--- src/rtl/morse_pkg.sv ---
// morse_pkg: shared state encodings, element encoding and tick helper for the Morse playback sequencer
package morse_pkg;
    localparam logic [2:0] S_IDLE  = 3'd0;
    localparam logic [2:0] S_FETCH = 3'd1;
    localparam logic [2:0] S_TONE  = 3'd2;
    localparam logic [2:0] S_EGAP  = 3'd3;
    localparam logic [2:0] S_CGAP  = 3'd4;
    localparam logic [2:0] S_SPACE = 3'd5;
    localparam logic [2:0] S_DONE  = 3'd6;
    typedef enum logic {DOT = 1'b0, DASH = 1'b1} elem_e;
    localparam logic [2:0] SPACE_LEN = 3'd0;
    localparam int MAX_ELEMS = 5;
    // Countdown reload value: a duration of 0 behaves as 1, and 3 bits cap it at 8
    function automatic logic [2:0] ticks_m1(input int t);
        return (t <= 1) ? 3'd0 : (t >= 8 ? 3'd7 : 3'(t - 1));
    endfunction
endpackage

--- src/rtl/elem_timer.sv ---
// elem_timer: 3-bit countdown loaded on state entry, flags zero when the current state has expired
module elem_timer (
    input  logic       clk_s02,
    input  logic       rst,
    input  logic       load_i,
    input  logic [2:0] load_val_i,
    output logic       zero_o
);
    logic [2:0] cnt_q, cnt_d;
    always_comb cnt_d = load_i ? load_val_i : (cnt_q != 3'd0 ? cnt_q - 3'd1 : cnt_q);
    always_ff @(posedge clk_s02 or posedge rst) begin
        if (rst) cnt_q <= 3'd0;
        else     cnt_q <= cnt_d;
    end
    assign zero_o = (cnt_q == 3'd0);
endmodule

--- src/rtl/morse_playback_sequencer.sv ---
// morse_playback_sequencer: plays a buffer of Morse characters as timed tone/silence on a buzzer enable
module morse_playback_sequencer
    import morse_pkg::*;
#(
    parameter int MAX_CHARS  = 8,
    parameter int DOT_TICKS  = 1,
    parameter int DASH_TICKS = 3,
    parameter int EGAP_TICKS = 1,
    parameter int CGAP_TICKS = 3,
    parameter int WGAP_TICKS = 7
) (
    input  logic       clk_s02,
    input  logic       rst,
    input  logic       start,
    input  logic       abort,
    input  logic [3:0] char_count,
    input  logic [4:0] sym_bits,
    input  logic [2:0] sym_len,
    output logic [2:0] rd_idx,
    output logic       tone,
    output logic       busy,
    output logic       done,
    output logic [2:0] state_dbg
);
    logic [2:0] state_q, state_d, idx_q, idx_d, left_q, left_d, len_eff, load_val;
    logic [3:0] cnt_q, cnt_d;
    logic [4:0] shift_q, shift_d;
    logic       zero, last_char;
    elem_e      nxt_elem;

    assign len_eff   = (sym_len > 3'(MAX_ELEMS)) ? 3'(MAX_ELEMS) : sym_len;
    assign last_char = ({1'b0, idx_q} + 4'd1) >= cnt_q;
    // The element about to sound comes straight from the slot on FETCH, else from the shifter
    assign nxt_elem  = elem_e'(state_q == S_FETCH ? sym_bits[4] : shift_q[4]);

    always_comb begin
        state_d = state_q;
        idx_d   = idx_q;
        cnt_d   = cnt_q;
        shift_d = shift_q;
        left_d  = left_q;
        case (state_q)
            S_IDLE: if (start && char_count != 4'd0) begin
                state_d = S_FETCH;
                idx_d   = 3'd0;
                cnt_d   = (char_count > 4'(MAX_CHARS)) ? 4'(MAX_CHARS) : char_count;
            end
            S_FETCH: begin
                shift_d = sym_bits;
                left_d  = len_eff;
                state_d = (len_eff == SPACE_LEN) ? S_SPACE : S_TONE;
            end
            S_TONE: if (zero) begin
                if (left_q > 3'd1) begin
                    state_d = S_EGAP;
                    shift_d = shift_q << 1;
                    left_d  = left_q - 3'd1;
                end else state_d = last_char ? S_DONE : S_CGAP;
            end
            S_EGAP:  if (zero) state_d = S_TONE;
            S_SPACE: if (zero) state_d = last_char ? S_DONE : S_CGAP;
            S_CGAP: if (zero) begin
                state_d = S_FETCH;
                idx_d   = idx_q + 3'd1;
            end
            S_DONE: begin
                state_d = S_IDLE;
                idx_d   = 3'd0;
            end
            default: begin
                state_d = S_IDLE;
                idx_d   = 3'd0;
            end
        endcase
        if (abort) begin
            state_d = S_IDLE;
            idx_d   = 3'd0;
        end
    end

    always_comb
        load_val = (state_d == S_TONE)  ? (nxt_elem == DASH ? ticks_m1(DASH_TICKS) : ticks_m1(DOT_TICKS)) :
                   (state_d == S_EGAP)  ? ticks_m1(EGAP_TICKS) :
                   (state_d == S_CGAP)  ? ticks_m1(CGAP_TICKS) :
                   (state_d == S_SPACE) ? ticks_m1(WGAP_TICKS) : 3'd0;

    elem_timer u_timer (
        .clk_s02   (clk_s02),
        .rst       (rst),
        .load_i    (state_d != state_q),
        .load_val_i(load_val),
        .zero_o    (zero)
    );

    always_ff @(posedge clk_s02 or posedge rst) begin
        if (rst) begin
            state_q <= S_IDLE;
            idx_q   <= 3'd0;
            cnt_q   <= 4'd0;
            shift_q <= 5'd0;
            left_q  <= 3'd0;
        end else begin
            state_q <= state_d;
            idx_q   <= idx_d;
            cnt_q   <= cnt_d;
            shift_q <= shift_d;
            left_q  <= left_d;
        end
    end

    assign rd_idx    = idx_q;
    assign tone      = (state_q == S_TONE);
    assign busy      = (state_q != S_IDLE) && (state_q != S_DONE);
    assign done      = (state_q == S_DONE);
    assign state_dbg = state_q;
endmodule

--- config.mk ---
export PLATFORM = sky130hd
export DESIGN_NAME = morse_playback_sequencer
export DESIGN_NICKNAME = d
export VERILOG_FILES = /design/src/rtl/morse_pkg.sv /design/src/rtl/elem_timer.sv /design/src/rtl/morse_playback_sequencer.sv
export SDC_FILE = /design/constraint.sdc
export NUM_CORES = 1
export LEC_CHECK = 0
export CAP_MARGIN = 20
export CORE_UTILIZATION = 50
export DETAILED_ROUTE_END_ITERATION = 8
export DONT_BUFFER_PORTS = 1
export PLACE_DENSITY = 0.68
export SLEW_MARGIN = 20
export SYNTH_ARGS = -nofsm -noshare
export SYNTH_HDL_FRONTEND = slang
export SYNTH_SLANG_ARGS = --single-unit
--- constraint.sdc ---
create_clock -name clk_s02 -period 2 [get_ports clk_s02]
set_input_delay 0.5 -clock clk_s02 [delete_from_list [all_inputs] [get_ports clk_s02]]
set_output_delay 0.5 -clock clk_s02 [all_outputs]
set_load 0.05 [all_outputs]
Yosys cells after proc, flatten, opt, wreduce, memory -nomap -nowiden. Index checks and enable logic that the tools add are counted. W data, S select, Z words.

Magnitude comparators: 4. Mux-type cells: 30. Eq/ne operators: 17. Add/sub/neg operators: 4. Reduce and logical (&&, ||, !) cells: 14.

Operator list (number): $mux W3 (20); $pmux W3 S6 (1); $eq A3 B3 Y1 const B (5); $eq A3 B2 Y1 const B (4); $mux W5 (2); $pmux W5 S2 (1); $logic_not A3 Y1 (3); $pmux W3 S3 (1); $ne A2 B1 Y1 const B (3); $ne A3 B3 Y1 const B (2); $pmux W3 S2 (1); $reduce_and A3 Y1 (2); $reduce_bool A3 Y1 (2); $sub A3 B1 Y3 const B (2); $add A3 B1 Y4 const B (1); $ge A4 B4 Y1 (1); $gt A4 B4 Y1 const B (1); $mux W2 (2); $mux W4 (1); $reduce_bool A2 Y1 (2); $reduce_bool A4 Y1 (1); $reduce_or A4 Y1 (1); $add A3 B1 Y3 const B (1); $eq A3 B1 Y1 const B (1); 7 further kinds (8).

Register bits after elaboration: 21. Input bits: 16. Word-level logic and storage cells: 75. Output and inout bits: 9.

Depth between registers and ports, before layout.
Word-level depth: 13. Depth in mapped cells: 9. Gate-level depth less buffers: 9.

Modules after synthesis. Synthesis repeated with hierarchy kept, for this count alone.

Cells, all modules: 164. Area, all modules: 1417.6 µm².

Modules (own cells, without submodules): morse_playback_sequencer (seq. area each 450.4 µm², times used 1, cells an instance 142, area an instance 1212.4 µm²); elem_timer (seq. area each 75.1 µm², times used 1, cells an instance 22, area an instance 205.2 µm²).

Worst setup path after synthesis. Ideal clock, no wire load.

Kind: reg2reg. Start: register idx_q[0], in the netlist rd_idx[0]. End: register u_timer.cnt_q[1]. Clock period less this slack: 2.358 ns. Path buffers: 0. Data required time: 1.905 ns. Arrival: 2.262 ns. Library setup time: 0.095 ns. Cell stages (with the launch flop): 9. Path slack: -0.358 ns. Cells stage by stage: dfrtp_1 -> ha_1 -> ha_1 -> o211ai_1 -> o211ai_1 -> a221o_1 -> nor2_1 -> a41oi_1 -> o32ai_2.

Cells in the longest elaborated chain, start to end: 13. Elaborated cells between the ends (all ways): 19. Those cells by class: 1 x add/sub; 1 x order compare; 5 x eq/ne; 11 x mux; 1 x reduce/logical.

Ends and longest elaborated chain: from (decl) (RTL line morse_playback_sequencer.sv:25) `logic [2:0] state_q, state_d, idx_q, idx_d, left_q, left_d, len_eff, load_val;`; from (signal assigned) (RTL line morse_playback_sequencer.sv:104) `idx_q <= idx_d;`; $add A3 B1 Y4 (*) (RTL line morse_playback_sequencer.sv:32) `assign last_char = ({1'b0, idx_q} + 4'd1) >= cnt_q;`; $ge A4 B4 Y1 (*) (RTL line morse_playback_sequencer.sv:32); $mux W2 (*) (RTL line morse_playback_sequencer.sv:58, morse_playback_sequencer.sv:61); $mux W3 (RTL line morse_playback_sequencer.sv:54) `if (left_q > 3'd1) begin`; $mux W3 (RTL line morse_playback_sequencer.sv:53) `S_TONE: if (zero) begin`; $pmux W3 S6 (*) (RTL line morse_playback_sequencer.sv:42) `case (state_q)`; $mux W3 (*) (RTL line morse_playback_sequencer.sv:75) `if (abort) begin`; $eq A3 B3 Y1 (RTL line morse_playback_sequencer.sv:85) `(state_d == S_SPACE) ? ticks_m1(WGAP_TICKS) : 3'd0;`; $mux W3 (RTL line morse_playback_sequencer.sv:85); $mux W3 (RTL line morse_playback_sequencer.sv:84) `(state_d == S_CGAP) ? ticks_m1(CGAP_TICKS) :`; $mux W3 (RTL line morse_playback_sequencer.sv:83) `(state_d == S_EGAP) ? ticks_m1(EGAP_TICKS) :`; $mux W3 (RTL line morse_playback_sequencer.sv:82) `load_val = (state_d == S_TONE) ? (nxt_elem == DASH ? ticks_m1(DASH_TICKS) : ticks_m1(DOT_TICKS)) :`; $mux W3 (RTL line elem_timer.sv:10) `always_comb cnt_d = load_i ? load_val_i : (cnt_q != 3'd0 ? cnt_q - 3'd1 : cnt_q);`; to (signal assigned) (RTL line elem_timer.sv:13) `else cnt_q <= cnt_d;`; to (decl) (RTL line elem_timer.sv:9) `logic [2:0] cnt_q, cnt_d;`.

Mark *: on every way between the ends. The rest lies on a longest branch, timed or not. A chain may end at the register's enable or synchronous reset.

Worst setup path after layout. Ends and elaborated chain as after synthesis.

==> metrics <==
Clock Skew 8.00 ps; fin nets 222; WP data arrival approximately 2400 ps; DP Area about 1700 µm²; unrepaired setup endpoints after global routing yes; synthesized flop and latch total 21; H-tree Lvls 1; Levels on crit path 9; Post-Place Cells 217; Syn Nets between 150 and 200; reg2reg path depth 9; MaxCap Viol Count 0; # diodes 0; sequential area share after synthesis 35.5%; via density per instance 6.03; RePlAce Congestion 0.971; gr usage total 23.9%; pre-CTS setup slack -105 ps; number of global-route vias before repair 1320; most frequent cells in the layout buf_4 (26), nand2_1 (17), nor2_1 (17); worst min path class input port to async pin; final hold violation count 0; starting density of the core around 53%; Pwr Total 2.67 mW; core footprint 2780 µm²; final worst path period need 2120 ps; critical path, cell by cell ha_4 -> xor2_1 -> ha_1 -> o211ai_1 -> o21ai_0 -> nand2_1 -> and3_1 -> a21boi_0 -> o32ai_2; Synth Instances 172; Leak Pwr 0.794 nW; CP peak stage delay 480 ps; CTS buffer count 3; Reg-to-Reg End u_timer.cnt_q[1]$_DFFE_PP0P_; Post-CTS Hold Buffers 0; final setup vio count 4; library cells used by synthesis 45; port buffer count 0; largest net degree at the start of global routing 14; Max clock buf depth 2; reg-to-reg slack, setup -120 ps; Final ANT Viol Nets 0; DRT Wirelength 3.55 mm; Congestion Overflow GR 0; Design Area, Final 1760 µm²; initial antenna violation count 0; Slew Limit Fails 0; Final Util 63.4%; die area 3180 µm²; clk root buf clkbuf_4; area grow syn2layout 19.2%; PwrDens approximately 1500 nW/µm²; delay-heaviest family, CP compound AO/OA/AOI/OAI gates; HPWL after DPL 2.59 mm; critical path launch point type flop; clk_lat worst skew 320 ps; status finished with violations; CTS Sinks 21; iteration count of the initial detailed-routing pass 4; drt initial violations 41; Max stage delay cell, worst path dfrtp_2; CP Capture Type flop; Die Y 56.4 µm; violated checks negative setup slack; CTS tree yes; layout cells sized above 1 29.1%; FILL cells between 200 and 250; Bufs and invs on worst path 0; FFs w/ async S/R, synth 100%; Worst Tran Pin Value 413 ps; EDFF count, synth 0; clk slew on worst S/H paths ~120 ps; Mean Syn Cell Area approximately 8.6 µm²; Avg WL per Cell 15.7 µm; number of non-filler instances in the completed layout 227; R2R Path Start rd_idx[0]$_DFFE_PP0P_; CP max FO 5; PnR worst setup slack -122 ps; first-pass GRT wire length 5.95 mm; # DRC 0; Die Width 56.4 µm; CP Class flop to flop; row cnt 19; Mapped Area 1480 µm²; ys flop type dfrtp_1; commonest non-fill, non-tap cell in the layout buf_4; Critical Path RT 2240 ps; Worst VDD drop 1.23 mV; period utilization 106%; io pins 25; synth warn 0; Max Freq 471 MHz; vias 1369; Slew headroom 72.2%
## how the worst max path moves through the flow
stage | from | to | slack, ps
finish | rd_idx[0]$_DFFE_PP0P_ | u_timer.cnt_q[1]$_DFFE_PP0P_ | -120
global route | rd_idx[0]$_DFFE_PP0P_ | u_timer.cnt_q[1]$_DFFE_PP0P_ | -230
CTS | rd_idx[0]$_DFFE_PP0P_ | u_timer.cnt_q[1]$_DFFE_PP0P_ | -120
detailed placement | rd_idx[0]$_DFFE_PP0P_ | u_timer.cnt_q[1]$_DFFE_PP0P_ | -100
global placement | rd_idx[0]$_DFFE_PP0P_ | u_timer.cnt_q[1]$_DFFE_PP0P_ | -40
floorplan | rd_idx[0]$_DFFE_PP0P_ | u_timer.cnt_q[1]$_DFFE_PP0P_ | -150
## metrics by stage
step	setup TNS [ps]	hold slack, ps
after global placement	-73.1	360
after detailed placement	-140	380
after CTS	-124	37.9
after global routing	-644	49.3
after floorplan	-146	450
final	-153	21.2
## what timing repair did
action / in CTS / in global routing
gates resized for setup: 5 / 5
setup buffers: 4 / 2
endpoints found under the setup margin: 4 / 11
pin swaps: 2 / 1
## area by class of cell
class / count / area (µm²) / area share (%)
Clock buffer: 4 / 26.3 / 1.49
Timing Repair Buffer: 28 / 230 / 13.0
Sequential cell: 21 / 533 / 30.2
Tap cell: 31 / 38.8 / 2.20
Inverter: 12 / 47.5 / 2.70
Multi-Input combinational cell: 131 / 888 / 50.4
## cell usage after synthesis, types with 2 or more instances
cell type  number  area, µm²
nand3b_1        2       15.0
buf_2           2       10.0
o21ai_1         2       10.0
and3_1          2       12.5
o21ai_0        12       60.1
a21oi_1        10       50.1
inv_1          12       45.0
nor2_1         18       67.6
buf_6           2       22.5
o211ai_1        4       30.0
dfrtp_1        21        526
clkbuf_1        2       7.51
a31oi_1         4       25.0
mux2_2          3       33.8
mux2_4          2       30.0
nand3_1         4       20.0
o21ba_2         2       20.0
ha_1            9        113
nor3_1          3       15.0
or4_1           2       15.0
nand2b_1        9       56.3
nand2_1        17       63.8
nor4_1          4       25.0
nor2b_1         3       18.8
## state kept, by name, indices dropped and copies added, names as in the netlist
signal         cells
cnt_q              4
left_q             3
rd_idx             3
shift_q            5
state_dbg          3
u_timer.cnt_q      3
## layer usage
metal / share of wire [%] / vias up / wire (µm) / track usage [%]
met5: 0 / - / 0 / 0
met4: 2.3 / 0 / 81 / 9.41
met3: 4.3 / 9 / 152 / 3.92
met2: 48 / 44 / 1710 / 37.6
met1: 45 / 658 / 1610 / 32.8
li1: - / 658 / - / -
## power by group
group	total, mW	internal, mW	switching [mW]
registers	0.722	0.592	0.131
logic	1.73	0.757	0.968
clock network	0.217	0.0781	0.139
total	2.67	1.43	1.24
## cells by family (layout without fill, tap and decap cells)
family / after synthesis / in the layout / synth area share, %
AND/OR/NAND/NOR: 70 / 70 / 24.1
multiplexers: 6 / 6 / 4.99
buffers and inverters: 20 / 44 / 6.59
flip-flops: 21 / 21 / 35.5
AO/OA/AOI/OAI: 45 / 45 / 20.6
adder cells (fa/ha/maj): 9 / 9 / 7.61
XOR/XNOR: 1 / 1 / 0.592
No activity file was read; power rests on OpenSTA's default activity.
